==> config.mk <==
export PLATFORM = sky130hd
export DESIGN_NAME = maze_game_ctrl
export DESIGN_NICKNAME = d
export VERILOG_FILES = /design/src/rtl/maze_game_ctrl.sv
export SDC_FILE = /design/constraint.sdc
export NUM_CORES = 1
export LEC_CHECK = 0
export BUFFER_PORTS_ARGS = -buffer_cell sky130_fd_sc_hd__buf_2
export CAP_MARGIN = 20
export CORE_MARGIN = 2
export CORE_UTILIZATION = 30
export CTS_CLUSTER_DIAMETER = 100
export DETAILED_ROUTE_END_ITERATION = 10
export SLEW_MARGIN = 10
export SYNTH_ARGS = -nofsm -noshare
export SYNTH_HDL_FRONTEND = slang
export SYNTH_SLANG_ARGS = --single-unit
==> constraint.sdc <==
create_clock -name clk -period 4.9 [get_ports clk]
set_input_delay 0.245 -clock clk [delete_from_list [all_inputs] [get_ports clk]]
set_output_delay 0.245 -clock clk [all_outputs]
set_load 0.03 [all_outputs]
==> src/rtl/maze_game_ctrl.sv <==
`default_nettype none
// ============================================================================
// maze_game_ctrl : carve handshake, player movement and win detection for a 16x16 maze
// Revision 1.0
// ============================================================================
module maze_game_ctrl #(
   parameter logic [25:0] SPEED1 = 26'd1000,
   parameter logic [25:0] SPEED2 = 26'd100000,
   parameter logic [25:0] SPEED3 = 26'd5000000
) (
   input  logic         clk,
   input  logic         reset,
   input  logic         btn_new,
   input  logic         btn_up,
   input  logic         btn_left,
   input  logic         btn_down,
   input  logic         btn_right,
   input  logic [1:0]   speed_sel,
   input  logic         carve_finish,
   input  logic [3:0]   carve_goal_x,
   input  logic [3:0]   carve_goal_y,
   input  logic [255:0] maze_data,
   output logic         carve_start,
   output logic [25:0]  carve_slow_time,
   output logic [3:0]   player_x,
   output logic [3:0]   player_y,
   output logic [3:0]   goal_x,
   output logic [3:0]   goal_y,
   output logic [2:0]   state,
   output logic         win,
   output logic [9:0]   move_count
);

   typedef enum logic [2:0] {
      S_IDLE  = 3'd0,
      S_START = 3'd1,
      S_ARM   = 3'd2,
      S_CARVE = 3'd3,
      S_PLAY  = 3'd4,
      S_WON   = 3'd5
   } state_t;

   localparam logic [3:0] ARM_LAST = 4'd15;
   localparam logic [9:0] MOVE_MAX = 10'd1023;

   state_t      state_q, state_d;
   logic        carve_start_q, carve_start_d;
   logic [25:0] slow_time_q, slow_time_d;
   logic [3:0]  player_x_q, player_x_d;
   logic [3:0]  player_y_q, player_y_d;
   logic [3:0]  goal_x_q, goal_x_d;
   logic [3:0]  goal_y_q, goal_y_d;
   logic        win_q, win_d;
   logic [9:0]  move_count_q, move_count_d;
   logic [3:0]  arm_cnt_q, arm_cnt_d;

   logic [25:0] speed_val;
   logic [4:0]  tgt_x, tgt_y;
   logic        move_req;
   logic        move_ok;
   logic        at_goal;

   always_comb begin
      speed_val = 26'd0;
      case (speed_sel)
         2'd1:    speed_val = SPEED1;
         2'd2:    speed_val = SPEED2;
         2'd3:    speed_val = SPEED3;
         default: speed_val = 26'd0;
      endcase
   end

   // Only the highest-priority pulse produces a target; the rest are dropped.
   // A 5-bit target with bit 4 set means the move fell off the board.
   always_comb begin
      tgt_x    = {1'b0, player_x_q};
      tgt_y    = {1'b0, player_y_q};
      move_req = 1'b1;
      if (btn_up) begin
         tgt_y = {1'b0, player_y_q} - 5'd1;
      end else if (btn_left) begin
         tgt_x = {1'b0, player_x_q} - 5'd1;
      end else if (btn_down) begin
         tgt_y = {1'b0, player_y_q} + 5'd1;
      end else if (btn_right) begin
         tgt_x = {1'b0, player_x_q} + 5'd1;
      end else begin
         move_req = 1'b0;
      end
      move_ok = move_req && !tgt_x[4] && !tgt_y[4]
                && maze_data[{tgt_y[3:0], tgt_x[3:0]}];
   end

   assign at_goal = (player_x_q == goal_x_q) && (player_y_q == goal_y_q);

   always_comb begin
      state_d      = state_q;
      slow_time_d  = slow_time_q;
      player_x_d   = player_x_q;
      player_y_d   = player_y_q;
      goal_x_d     = goal_x_q;
      goal_y_d     = goal_y_q;
      move_count_d = move_count_q;
      arm_cnt_d    = 4'd0;

      case (state_q)
         S_IDLE: begin
            if (btn_new) state_d = S_START;
         end
         S_START: begin
            state_d = S_ARM;
         end
         S_ARM: begin
            if (!carve_finish) begin
               state_d = S_CARVE;
            end else if (arm_cnt_q == ARM_LAST) begin
               state_d = S_START;
            end else begin
               arm_cnt_d = arm_cnt_q + 4'd1;
            end
         end
         S_CARVE: begin
            if (carve_finish) begin
               state_d  = S_PLAY;
               goal_x_d = carve_goal_x;
               goal_y_d = carve_goal_y;
            end
         end
         S_PLAY: begin
            if (btn_new) begin
               state_d = S_START;
            end else if (at_goal) begin
               state_d = S_WON;
            end else if (move_ok) begin
               player_x_d = tgt_x[3:0];
               player_y_d = tgt_y[3:0];
               if (move_count_q != MOVE_MAX) move_count_d = move_count_q + 10'd1;
            end
         end
         S_WON: begin
            if (btn_new) state_d = S_START;
         end
         default: begin
            state_d = S_IDLE;
         end
      endcase

      // Every way into START begins a fresh game with a freshly sampled speed.
      if (state_d == S_START) begin
         slow_time_d  = speed_val;
         player_x_d   = 4'd0;
         player_y_d   = 4'd0;
         move_count_d = 10'd0;
      end

      carve_start_d = (state_d == S_START);
      win_d         = (state_d == S_WON);
   end

   always_ff @(posedge clk) begin
      if (reset) begin
         state_q       <= S_IDLE;
         carve_start_q <= 1'b0;
         slow_time_q   <= 26'd0;
         player_x_q    <= 4'd0;
         player_y_q    <= 4'd0;
         goal_x_q      <= 4'd0;
         goal_y_q      <= 4'd0;
         win_q         <= 1'b0;
         move_count_q  <= 10'd0;
         arm_cnt_q     <= 4'd0;
      end else begin
         state_q       <= state_d;
         carve_start_q <= carve_start_d;
         slow_time_q   <= slow_time_d;
         player_x_q    <= player_x_d;
         player_y_q    <= player_y_d;
         goal_x_q      <= goal_x_d;
         goal_y_q      <= goal_y_d;
         win_q         <= win_d;
         move_count_q  <= move_count_d;
         arm_cnt_q     <= arm_cnt_d;
      end
   end

   assign carve_start     = carve_start_q;
   assign carve_slow_time = slow_time_q;
   assign player_x        = player_x_q;
   assign player_y        = player_y_q;
   assign goal_x          = goal_x_q;
   assign goal_y          = goal_y_q;
   assign state           = state_q;
   assign win             = win_q;
   assign move_count      = move_count_q;

endmodule
`default_nettype wire
Word level (Yosys, flattened, before mapping)
Cells that the tools add are included.

Register bits after elaboration: 61. Bits of input ports: 274. Logic and storage cells: 69.

Reductions and logical operators: 13. Equality and inequality tests: 14. Mux-type cells: 21. Bitwise operators: 4. $lt $le $gt $ge: 1. Add/subtract/negate cells: 6.

Operator list (count): $pmux W23 S3 (1); $mux W5 (7); $mux W3 (6); $pmux W3 S5 (1); $add A10 B1 Y10 const B (1); $add A4 B1 Y5 const B (2); $ne A10 B10 Y1 const B (1); $sub A4 B1 Y5 const B (2); $eq A3 B3 Y1 const B (3); $lt A8 B9 Y1 const B (1); $bmux W1 S8 (1); $eq A4 B4 Y1 (2); $eq A3 B1 Y1 const B (2); $eq A3 B2 Y1 const B (2); $mux W1 (5); $reduce_and A5 Y1 (1); $add A4 B1 Y4 const B (1); $eq A2 B2 Y1 const B (2); $eq A4 B4 Y1 const B (1); $logic_and A1 B1 Y1 (4); $not A1 Y1 (4); $reduce_and A4 Y1 (1); $reduce_or A2 Y1 (2); $reduce_or A4 Y1 (1); other kinds (4) (5).

Longest topological paths before layout
Depth after elaboration: 10. Gate-level depth with buffers: 18. Gate-level depth less buffers: 13.

Worst setup path after synthesis
No wires, ideal clock.

Path kind: register to register. Start point: register player_x_q[1] (netlist: player_x[1]). End point: register move_count_q[0] (netlist: move_count[0]). Path buffers: 5. Cell stages (with the launch flop): 18. Clock period less this slack: 3.652 ns. Data arrival time: 3.523 ns. Setup slack: 1.248 ns. Data required time: 4.771 ns. Cell sequence: dfxtp_1 -> buf_2 -> inv_1 -> ha_1 -> nor4b_2 -> a21oi_2 -> o22a_2 -> buf_6 -> buf_6 -> buf_6 -> mux4_2 -> a221oi_1 -> o21ai_1 -> o2111a_2 -> o211ai_4 -> buf_6 -> xor2_2 -> nor2_1.

Word-level cells in the longest chain between the ends: 10.

Ends and longest elaborated chain: from (decl) (RTL line 49) `logic [3:0] player_x_q, player_x_d;`; from (signal assigned) (RTL line 176) `player_x_q <= player_x_d;`; parallel branches: the longest is 10 deep, another holds $add A4 B1 Y5; to (signal assigned) (RTL line 181) `move_count_q <= move_count_d;`; to (decl) (RTL line 54) `logic [9:0] move_count_q, move_count_d;`.

Parallel ways; which one is timed is not known. The select of a mux whose other input is x is not followed. A chain may end at the register's enable or synchronous reset.

Worst setup path after layout
Start point: register player_x_q[0] (netlist: player_x[0]). End point: register move_count_q[4] (netlist: move_count[4]).

Same word-level chain as after synthesis.

==> results.py <==
metrics = {
    "status": {
        "status": "complete, no violations",
    },
    "yosys": {
        "postSynthCellCount": 568,
        "synth.ff_latch_count": 41,
        "syn_area_um2": 5060,
        "synth_ff_type": "dfxtp_1",
        "synth_edf_count": 0,
        "synthArstFlopShare_pct": 0,
        "post-synth-top-area-cell": "mux4_2",
        "ys_seq_area_share_pct": 16.2,
        "ys_types": 82,
        "synth_area_leaders": "mux4_2, dfxtp_1, mux2i_1",
        "ys_warn_count": 0,
        "synth_area_per_cell_um2": 8.90,
        "synth_top_area_share_pct": 20.5,
    },
    "timing": {
        "rsz0062_at_grt": "no",
        "fin_crit_ns": 4.21,
        "max_freq_mhz": 238,
        "skew_ns": 0.00742,
        "finalHoldViolCount": 0,
        "worst_pin_slew_ns": 1.09,
        "fin_crit_sh_pct": 85.8,
        "drv_slew": 0,
        "fin_tns_setup_ns": 0,
        "slew_headroom_pct": 27.0,
        "setup_viol": 0,
    },
    "clocking": {
        "post_cts_buffers": 0,
        "ctsHoldBuffers": 0,
        "clk_path_buf_depth": 2,
        "clock_latency_ns": 0.28,
        "cts-root-buf": "clkbuf_16",
        "cts_buffers": 5,
        "cts.sink_count": 41,
        "clk_pin_slew_ns": 0.06,
        "htree_levels": 2,
        "cts_resized": 0,
        "cts_tree": "yes",
    },
    "detailed_routing": {
        "finalWirelength_um": 19600,
        "avgViaCountPerCell": 5.20,
        "dr.pass1.iters": 5,
        "drt_drc_violations_left": 0,
        "dr_total_vias": 5570,
        "drt_iter0_markers": 300,
        "ant_nets": 0,
        "wire_per_inst_um": 18.3,
    },
    "setup_path": {
        "worst_path_largest_cell_delay_ns": 0.47,
        "crit_type": "reg -> reg",
        "cp.required_ns": 5.09,
        "cp-start-kind": "flop",
        "slowest_stage": "dfxtp_1",
        "crit_buf_inv": 2,
        "path_cells": "inv_1, ha_1, nor4b_2, a21oi_2, o22a_2, buf_12, mux4_2, mux2i_1, o211a_1, a311oi_1, and4_1, o211ai_4, or3_1, a21oi_1",
        "end_kind": "flop",
        "cp_max_fo": 53,
        "crit_arrival_ns": 4.40,
        "crit_family": "compound AO/OA/AOI/OAI gates",
    },
    "floorplan": {
        "fp.dieW_um": 134,
        "placementRows": 47,
        "die_area_um2": 17900,
        "die_height_um": 134,
        "initial_utilization_pct": 30.6,
        "fp.coreArea_um2": 16500,
        "ioPinCount": 331,
    },
    "cells_and_area": {
        "antennaDiodeCount": 0,
        "area_delta_synth_final_pct": 34.3,
        "multi_input_comb_area_um2": 3770,
        "seqCellArea_um2": 821,
        "nets": 1135,
        "drive_above_1_share_pct": 48.9,
        "n_fill_cell": 1706,
        "final_cells": 1071,
    },
    "global_route": {
        "grt_max_degree": 54,
        "grt_pass1_wl_um": 29700,
        "antenna_found_initial": 0,
        "grt.total_usage_pct": 20.9,
        "first_global_vias": 5501,
        "overflow": 0,
    },
    "hold_path": {
        "min_path_type": "in -> reg",
    },
    "place": {
        "io_buffers": 318,
        "dp_hpwl_um": 16400,
        "dp.cells": 1064,
        "gp_congestion": 0.869,
    },
    "power_and_ir_drop": {
        "irDropWorstVdd_mv": 0.164,
        "total_leakage_power_nw": 3.19,
        "pwr_density_cell_nw_per_um2": 175,
    },
    "flow_run": {
        "cap_violations": 0,
    },
}
worst register-to-register path, delay by kind of cell, from the launching register on:
kind                     cells  cell delay (ns)
adder cells (fa/ha/maj)      1             0.37
multiplexers                 2             0.39
buffers and inverters        2             0.43
AO/OA/AOI/OAI                6             1.54
flip-flops                   1             0.47
AND/OR/NAND/NOR              3             0.93
worst paths after layout:
kind / startpoint / end / slack, ns / depth (start not counted)
worst min-delay path: carve_goal_x[0] / goal_x[0]$_SDFFE_PP0P_ / 0.21 / 3
worst min register to register: arm_cnt_q[0]$_SDFF_PP0_ / arm_cnt_q[0]$_SDFF_PP0_ / 0.46 / 1
worst max-delay path: player_x[0]$_SDFFE_PP0P_ / move_count[4]$_SDFFE_PP0P_ / 0.69 / 14
worst max register to register: player_x[0]$_SDFFE_PP0P_ / move_count[4]$_SDFFE_PP0P_ / 0.69 / 14
registers in the layout, summed over array words and instances (netlist names):
name	count
arm_cnt_q	4
goal_x	4
player_x	4
player_y	4
carve_slow_time	6
win	1
state	3
goal_y	4
carve_start	1
move_count	10
area by class of cell:
| type | count | share of cell area [%] |
|---|---|---|
| multi-input combinational | 453 | 55.5 |
| timing repair buffer | 325 | 24.6 |
| sequential | 41 | 12.1 |
| tap | 220 | 4.05 |
| clock buffer | 5 | 1.84 |
| inverter | 25 | 1.38 |
| clock inverter | 2 | 0.516 |
kinds of logic after synthesis:
| kind of cell | Yosys count | synth area share [%] |
|---|---|---|
| adders and majority gates | 10 | 2.47 |
| xor gates and xnor gates | 22 | 3.96 |
| buffers and inverters | 85 | 10.2 |
| and+or+nand+nor | 216 | 22.3 |
| other | 1 | 0.0742 |
| DFF | 41 | 16.2 |
| muxes | 79 | 27.8 |
| AOI/OAI and AO/OA | 114 | 16.9 |
metal layers:
layer / wire [um] / track usage, % / share of wire, % / up-vias
li1: - / - / - / 2690
met1: 8260 / 27.7 / 42 / 2592
met2: 9640 / 36.3 / 49 / 261
met3: 1250 / 2.61 / 6.4 / 27
met4: 418 / 5.08 / 2.1 / 0
met5: 0 / 0 / 0 / -
layout by cell type, fill, tap and decap left out, types with 4 or more instances in the layout:
cell type / n
o21ai_0: 5
a2111oi_0: 4
mux2_2: 5
buf_4: 5
nand2b_1: 5
and3_1: 14
a21oi_1: 29
xor2_1: 13
o21ai_2: 5
nand2_1: 61
xnor2_1: 7
mux4_2: 46
dfxtp_1: 41
clkbuf_16: 5
mux2i_1: 26
a31oi_1: 6
ha_1: 10
nor4_1: 6
nor2b_1: 6
nor3_1: 16
inv_1: 25
nand3_1: 24
conb_1: 12
nor2_1: 39
a211oi_1: 6
a22oi_1: 4
or3_1: 6
buf_2: 318
a21o_1: 4
nand4_1: 10
o211ai_1: 9
where the power goes:
group	total (mW)	switching [mW]	internal [mW]
clock	0.360	0.124	0.236
combinational	0.476	0.246	0.230
sequential	0.349	0.00753	0.341
synth_stat cells (7+ instances only):
cell type,number
buf_6,9
ha_1,10
buf_4,30
xnor2_1,7
o211ai_1,9
nor2_1,39
nand4_1,10
nand2_1,61
and3_1,14
nor3_1,16
mux4_2,46
nand3_1,24
xor2_1,14
a21oi_1,29
inv_1,25
clkbuf_1,14
dfxtp_1,41
mux2i_1,26
metrics by stage:
stage | cell area, um2 | total power, mW | hold WS [ns] | utilization [%] | worst slack [ns]
after detailed placement | 6630 | 0.834 | 0.454 | 40.1 | 0.750
after CTS | 6790 | 1.20 | 0.202 | 41.1 | 0.711
after floorplan | 5100 | 0.670 | 0.381 | - | 1.25
after global placement | 6630 | 0.832 | 0.436 | 40.1 | 0.835
final | 6790 | 1.19 | 0.209 | 41.1 | 0.695
after global routing | 6790 | 1.25 | 0.208 | 41.1 | 0.353
Power figures use the tool's default switching activity.
